**src/rtl/serv_mtimer_pkg.sv**
```systemverilog
// rtl/serv_mtimer_pkg.sv - shared constants for the machine timer
//
// Purpose: register addresses and reset values used by serv_mtimer.
// Ports:   none (package).
package serv_mtimer_pkg;

   localparam logic [1:0]  ADR_MTIME    = 2'd0;
   localparam logic [1:0]  ADR_MTIMECMP = 2'd1;
   localparam logic [1:0]  ADR_PRESCALE = 2'd2;

   // Widest supported bus is 32 bits; users slice to WIDTH.
   localparam logic [31:0] MTIME_RST    = 32'h0000_0000;
   localparam logic [31:0] MTIMECMP_RST = 32'hFFFF_FFFF;
   localparam int          PRESCALE_RST = 0;

endpackage

```
**src/rtl/serv_mtimer_prescaler.sv**
```systemverilog
// rtl/serv_mtimer_prescaler.sv - tick divider for the machine timer
//
// Purpose: counts 0..i_prescale and raises o_tick on the terminal count,
//          then restarts from 0. i_clr restarts the count immediately.
// Ports:
//   i_clk       clock
//   i_rst_n     asynchronous active-low reset
//   i_prescale  terminal count P (tick every P+1 cycles)
//   i_clr       restart the counter (used when P is rewritten)
//   o_tick      high in the cycle the counter equals P
module serv_mtimer_prescaler #(
   parameter int PRESCALE_W = 16
) (
   input  logic                  i_clk,
   input  logic                  i_rst_n,
   input  logic [PRESCALE_W-1:0] i_prescale,
   input  logic                  i_clr,
   output logic                  o_tick
);

   logic [PRESCALE_W-1:0] cnt;

   assign o_tick = (cnt == i_prescale);

   always_ff @(posedge i_clk or negedge i_rst_n) begin
      if (!i_rst_n)
         cnt <= '0;
      else if (i_clr || o_tick)
         cnt <= '0;
      else
         cnt <= cnt + PRESCALE_W'(1);
   end

endmodule

```
**src/rtl/serv_mtimer.sv**
```systemverilog
// rtl/serv_mtimer.sv - RISC-V style mtime/mtimecmp timer with a simple bus
//
// Purpose: free-running mtime, compare register mtimecmp and a registered
//          timer interrupt o_mtip = (mtime >= mtimecmp). Optional prescaler
//          at address 2 is compiled in with SERV_MTIMER_PRESCALE_EN.
// Ports:
//   i_clk, i_rst_n      clock, asynchronous active-low reset
//   i_wb_cyc            bus request (cyc/stb combined)
//   i_wb_we             write enable
//   i_wb_adr            0 mtime, 1 mtimecmp, 2 prescale, 3 reserved
//   i_wb_dat, i_wb_sel  write data, byte enables
//   o_wb_rdt, o_wb_ack  read data (valid with ack), one-cycle acknowledge
//   o_mtip              machine timer interrupt pending
module serv_mtimer
   import serv_mtimer_pkg::*;
#(
   parameter int WIDTH      = 32,
   parameter int PRESCALE_W = 16
) (
   input  logic                                      i_clk,
   input  logic                                      i_rst_n,
   input  logic                                      i_wb_cyc,
   input  logic                                      i_wb_we,
   input  logic [1:0]                                i_wb_adr,
   input  logic [WIDTH-1:0]                          i_wb_dat,
   input  logic [((WIDTH/8 < 1) ? 1 : WIDTH/8)-1:0]  i_wb_sel,
   output logic [WIDTH-1:0]                          o_wb_rdt,
   output logic                                      o_wb_ack,
   output logic                                      o_mtip
);

   localparam int SEL_W = (WIDTH/8 < 1) ? 1 : WIDTH/8;

   logic                  start;
   logic                  wr_mtime;
   logic                  wr_mtimecmp;
   logic                  tick;
   logic [WIDTH-1:0]      wmask;
   logic [WIDTH-1:0]      mtime;
   logic [WIDTH-1:0]      mtime_inc;
   logic [WIDTH-1:0]      mtimecmp;
   logic [WIDTH-1:0]      rdt_next;
   logic [WIDTH-1:0]      prescale_rd;
   logic [PRESCALE_W-1:0] prescale_q;

   // A new transfer starts whenever the master requests and we are not in
   // the ack cycle, so a held request yields back-to-back transfers.
   assign start       = i_wb_cyc & ~o_wb_ack;
   assign wr_mtime    = start & i_wb_we & (i_wb_adr == ADR_MTIME);
   assign wr_mtimecmp = start & i_wb_we & (i_wb_adr == ADR_MTIMECMP);

   // Bit-level write mask; bits beyond the last full byte follow the top lane.
   for (genvar i = 0; i < WIDTH; i++) begin : g_mask
      localparam int LANE = (i/8 < SEL_W) ? i/8 : SEL_W-1;
      assign wmask[i] = i_wb_sel[LANE];
   end

`ifdef SERV_MTIMER_PRESCALE_EN
   logic                  wr_prescale;
   logic [PRESCALE_W-1:0] pmask;
   logic [PRESCALE_W-1:0] pdat;

   assign wr_prescale = start & i_wb_we & (i_wb_adr == ADR_PRESCALE);

   // Prescale bits above the bus width are not reachable from the bus.
   for (genvar i = 0; i < PRESCALE_W; i++) begin : g_pwr
      if (i < WIDTH) begin : g_bus
         assign pmask[i] = wmask[i];
         assign pdat[i]  = i_wb_dat[i];
      end else begin : g_none
         assign pmask[i] = 1'b0;
         assign pdat[i]  = 1'b0;
      end
   end

   always_ff @(posedge i_clk or negedge i_rst_n) begin
      if (!i_rst_n)
         prescale_q <= PRESCALE_W'(PRESCALE_RST);
      else if (wr_prescale)
         prescale_q <= (prescale_q & ~pmask) | (pdat & pmask);
   end

   serv_mtimer_prescaler #(
      .PRESCALE_W (PRESCALE_W)
   ) u_prescaler (
      .i_clk      (i_clk),
      .i_rst_n    (i_rst_n),
      .i_prescale (prescale_q),
      .i_clr      (wr_prescale),
      .o_tick     (tick)
   );
`else
   assign prescale_q = '0;
   assign tick       = 1'b1;
`endif

   for (genvar i = 0; i < WIDTH; i++) begin : g_prd
      if (i < PRESCALE_W) begin : g_bit
         assign prescale_rd[i] = prescale_q[i];
      end else begin : g_zero
         assign prescale_rd[i] = 1'b0;
      end
   end

   // Unwritten mtime bytes still advance, so a partial write never loses a tick.
   assign mtime_inc = mtime + WIDTH'(tick);

   always_ff @(posedge i_clk or negedge i_rst_n) begin
      if (!i_rst_n) begin
         mtime    <= MTIME_RST[WIDTH-1:0];
         mtimecmp <= MTIMECMP_RST[WIDTH-1:0];
      end else begin
         if (wr_mtime)
            mtime <= (mtime_inc & ~wmask) | (i_wb_dat & wmask);
         else
            mtime <= mtime_inc;
         if (wr_mtimecmp)
            mtimecmp <= (mtimecmp & ~wmask) | (i_wb_dat & wmask);
      end
   end

   always_comb begin
      rdt_next = '0;
      if (start && !i_wb_we) begin
         case (i_wb_adr)
            ADR_MTIME:    rdt_next = mtime;
            ADR_MTIMECMP: rdt_next = mtimecmp;
            ADR_PRESCALE: rdt_next = prescale_rd;
            default:      rdt_next = '0;
         endcase
      end
   end

   always_ff @(posedge i_clk or negedge i_rst_n) begin
      if (!i_rst_n) begin
         o_wb_ack <= 1'b0;
         o_wb_rdt <= '0;
         o_mtip   <= 1'b0;
      end else begin
         o_wb_ack <= start;
         o_wb_rdt <= rdt_next;
         o_mtip   <= (mtime >= mtimecmp);
      end
   end

endmodule
```
**config.mk**
```make
export PLATFORM = sky130hd
export DESIGN_NAME = serv_mtimer
export DESIGN_NICKNAME = d
export VERILOG_FILES = /design/src/rtl/serv_mtimer_pkg.sv /design/src/rtl/serv_mtimer_prescaler.sv /design/src/rtl/serv_mtimer.sv
export SDC_FILE = /design/constraint.sdc
export NUM_CORES = 1
export LEC_CHECK = 0
export BUFFER_PORTS_ARGS = -buffer_cell sky130_fd_sc_hd__buf_2
export CORE_ASPECT_RATIO = 1.75
export CORE_UTILIZATION = 50
export DETAILED_ROUTE_END_ITERATION = 16
export PLACE_DENSITY = 0.82
export SLEW_MARGIN = 20
export SYNTH_ARGS = -nofsm -noshare
export SYNTH_HDL_FRONTEND = slang
export SYNTH_HIERARCHICAL = 1
export SYNTH_SLANG_ARGS = --single-unit
```
**constraint.sdc**
```tcl
create_clock -name i_clk -period 3 [get_ports i_clk]
set_clock_uncertainty 0.15 [all_clocks]
set_input_delay 0.45 -clock i_clk [delete_from_list [all_inputs] [get_ports i_clk]]
set_output_delay 0.45 -clock i_clk [all_outputs]
set_load 0.005 [all_outputs]
```
Word level (Yosys, flattened, before mapping). Cells that the tools add are included.

Bits of input ports: 42. Output and inout port bits: 34. Bits in latches: 0. Memories: 0. Bits in writable memories: 0. ROM bits: 0. Register bits: 98.

Eq/ne operators: 1. $lt $le $gt $ge: 1. $mul: 0. Divide/modulo/power cells: 0. Bitwise gates (word level): 11. Muxes and demuxes: 3. Add/sub/neg operators: 1. Reductions and logical operators: 3. Shift-type cells: 0.

Operators by type and width (number): AND 32 bit (3); two-way mux 32 bit (2); bitwise OR 32 bit (2); case mux 32 bit (2 select lines) (1); adder 32 x 1 -> 32 bit, second input constant (1); greater-or-equal comparator 32 bit (1); inverter 32 bit (1); AND 1 bit (4); equality test 2 x 1 -> 1 bit, second input constant (1); logical NOT 2 bit (1); logical AND 1 bit (1); logical NOT 1 bit (1); inverter 1 bit (1).

Longest topological paths before layout.
Word-level depth: 5. Gate-level depth with buffers: 7.

Worst setup path after synthesis. Ideal clock, no wire load.

Kind: register -> register. Start point: reg with a tool-made name. End point: reg o_mtip. Data required time: 2.708 ns. Data arrival time: 1.803 ns. Stages on the path, launching flop included: 8. Path slack: 0.904 ns. Cell sequence: dfstp_2 > inv_1 > ha_1 > a21oi_1 > o21ai_0 > a221o_1 > a2111oi_0 > o21ai_0.

RTL lines: end signal: assignment (line serv_mtimer.sv:142) `o_mtip <= (mtime >= mtimecmp);`; end: declaration (line serv_mtimer.sv:29) `output logic o_mtip`.

==> flow_summary.json <==
{
  "outcome": "finished, final reports clean",
  "cts_tree": "built",
  "dieHeight_microns": 137.8,
  "start_util_pct": 51.44,
  "drive_gt1_share_pct": 30.24,
  "crit_type": "register to register",
  "rsz0062_at_grt": "false",
  "io_pins": 76,
  "met1Wirelength_mm": 4.371,
  "synthCells": 503,
  "routabilityCongestion": 0.8212,
  "grt_pass1_vias": 4174,
  "cts.clk_slew.worst_paths_ns": 0.07,
  "setup_violations": 0,
  "grt_pass1_wl_mm": 19.42,
  "tns_ns": 0,
  "worstPathArrival_ns": 2.57,
  "async_flop_share_pct": 100.0,
  "ir_drop_mv": 0.4308,
  "synth_edf_count": 0,
  "synthTopCellsByArea": "dfrtp_1 31%, dfstp_2 16%, mux2_2 7.9%",
  "nets": 652,
  "grtUsageTotal_pct": 23.68,
  "wl_met3_microns": 476,
  "syn_area_sq_um": 5266,
  "dpl.cell_count": 692,
  "die_w_microns": 79.58,
  "core_area_sq_um": 10240,
  "cts_root_buf": "clkbuf_16",
  "path_max_fanout": 3,
  "postSynthAreaPerCell_sq_um": 10.47,
  "area_delta_synth_final_pct": 15.47,
  "grt_max_degree": 54,
  "fin_area_sq_um": 6081,
  "routed_via_density": 5.568,
  "place_area_sq_um": 5766,
  "holdCritPathClass": "input pin to register",
  "drt-pass1-iter-count": 4,
  "yosysUniqueCellTypes": 53,
  "required_ns": 3.06,
  "power_density_nw_per_um2": 716.8,
  "yosys_most_used_dff": "dfrtp_1",
  "die_area_sq_um": 10960,
  "clockBufferDepth": 2,
  "synth_top_area_share_pct": 31.36,
  "io_buffer_count": 75,
  "antenna_found_initial": 0,
  "first_iter_violations": 282,
  "detail-route-antenna-nets": 0,
  "fmax_ghz": 0.3985,
  "fin_crit_ns": 2.510,
  "fp-row-count": 49,
  "cts_buffers": 9,
  "globalRouteOverflowTotal": 0,
  "worstMarginPinSlew_ns": 0.7587,
  "hold_ws_ns": 0.1760,
  "final_hold_viol_count": 0,
  "cts-htree-levels": 3,
  "yosysWarningCount": 6,
  "clock_latency_ns": 0.35,
  "drv_cap": 0,
  "dp_hpwl_mm": 8.529,
  "synth_top_cell_by_area": "dfrtp_1",
  "final_util_pct": 59.39,
  "post_drt_wl_per_cell_microns": 16.90,
  "vias": 3948,
  "wl_met2_mm": 6.659,
  "maxSlewViolCount": 0,
  "top_layer": "met4",
  "leakage_uw": 0.002914,
  "cp-end-kind": "register",
  "drc": 0,
  "cts_sinks": 98,
  "syn_nets": 578,
  "min_period_over_period_pct": 83.65,
  "fin_cells": 709,
  "worstSetupStartpointType": "register",
  "maxSlewHeadroom_pct": 49.42,
  "insertedDiodeCount": 0,
  "ys_seq_elements": 98,
  "wirelength_mm": 11.98,
  "yosysSeqAreaShare_pct": 47.33
}
logic make-up after synthesis:
family / after synthesis / synth area share (%)
simple gates: 175 / 17.15
flops: 98 / 47.33
mux: 69 / 13.99
buf+inv: 55 / 4.372
compound gates: 51 / 5.654
fa+ha+maj: 33 / 7.840
xor+xnor: 22 / 3.659
per-layer routing:
layer | vias up | track usage (%)
li1 | 1889 | -
met1 | 1918 | 24.39
met2 | 109 | 43.07
met3 | 32 | 5.033
met4 | 0 | 14.04
met5 | - | 0
metrics by stage:
stage | total power, uW | worst slack, ns
3_3_place_gp | 3084 | 0.6100
6_report | 4359 | 0.4905
4_1_cts | 4373 | 0.4990
2_1_floorplan | 2787 | 0.9043
3_5_place_dp | 3174 | 0.5049
5_1_grt | 4643 | 0.3572
synthesized netlist by cell type (2+ instances only):
| cell type | number |
|---|---|
| ha_1 | 33 |
| o21ai_0 | 5 |
| nor2b_1 | 3 |
| clkbuf_1 | 14 |
| or3_1 | 2 |
| nand3b_1 | 4 |
| dfstp_2 | 32 |
| nor3_1 | 6 |
| o211ai_1 | 2 |
| buf_6 | 2 |
| nand2_1 | 41 |
| nand3_1 | 24 |
| nor3b_1 | 2 |
| or4_1 | 2 |
| xnor2_1 | 14 |
| nor2_1 | 58 |
| o21ai_1 | 7 |
| mux2i_1 | 32 |
| a21o_1 | 4 |
| a21oi_1 | 25 |
| inv_1 | 36 |
| xor2_1 | 8 |
| nand4_1 | 6 |
| and3_2 | 2 |
| and4_1 | 4 |
| mux2_2 | 37 |
| dfrtp_1 | 66 |
| and3_1 | 6 |
| a211oi_1 | 2 |
worst paths after layout:
kind	to	slack, ns	cells past startpoint	startpoint
worst max-delay path	o_mtip$_DFF_PN0_	0.49	7	register
worst min-delay path	mtime[21]$_DFF_PN0_	0.18	3	i_wb_dat[21]
worst max register to register	o_mtip$_DFF_PN0_	0.49	7	register
worst min register to register	o_wb_ack$_DFF_PN0_	0.35	1	o_wb_ack$_DFF_PN0_
max in group asynchronous	async pin	1.44	3	i_rst_n
min in group asynchronous	o_wb_rdt[19]$_DFF_PN0_	0.50	2	i_rst_n
cells in the final DEF (no fill, tap or decap), drive strengths merged, types with 2 or more instances in the layout:
master    instances
clkbuf           10
xnor2            14
nand4             6
nand2            41
nor2b             3
o21ai            12
nor4              2
and3              8
nand3            25
nor3b             2
nor2             58
a21o              4
dfrtp            66
and4              4
mux2i            32
buf              81
or4               3
xor2              8
or3               3
a211oi            2
o211ai            2
inv              36
clkinvlp          3
nand3b            4
a21oi            25
clkinv            2
nor3              7
mux2             37
nor4b             2
dfstp            32
ha               33
critical path, stage by stage, from the launching register on:
cell and delay [ns]:
dfstp_2 0.54, inv_1 0.04, ha_1 0.30, a21oi_1 0.15
o21ai_0 0.17, a221o_1 0.38, a2111oi_0 0.48, o21ai_0 0.15
repair_timing:
action / in CTS / in global routing
setup buffers: 0 / 0
endpoints found under the hold margin: 30 / 0
hold buffers: 1 / 0
gates resized for setup: 0 / 0
endpoints found under the setup margin: 0 / 0
area by class of cell:
type	instances	area [sq um]
fillers	821	4158
multi-input cells	350	2544
clock buffers	10	239.0
repair buffers	82	445.4
inverters	36	135.1
well taps	127	158.9
clock inverters	6	66.31
flip-flops and latches	98	2492
power by group:
part	total, uW	leakage [uW]	switching, uW	internal [uW]
clock network	1170	0.000141	503	668
logic	1200	0.00161	601	595
registers	1990	0.00116	332	1660
total	4360	0.00291	1440	2920
Power figures use the tool's default switching activity.
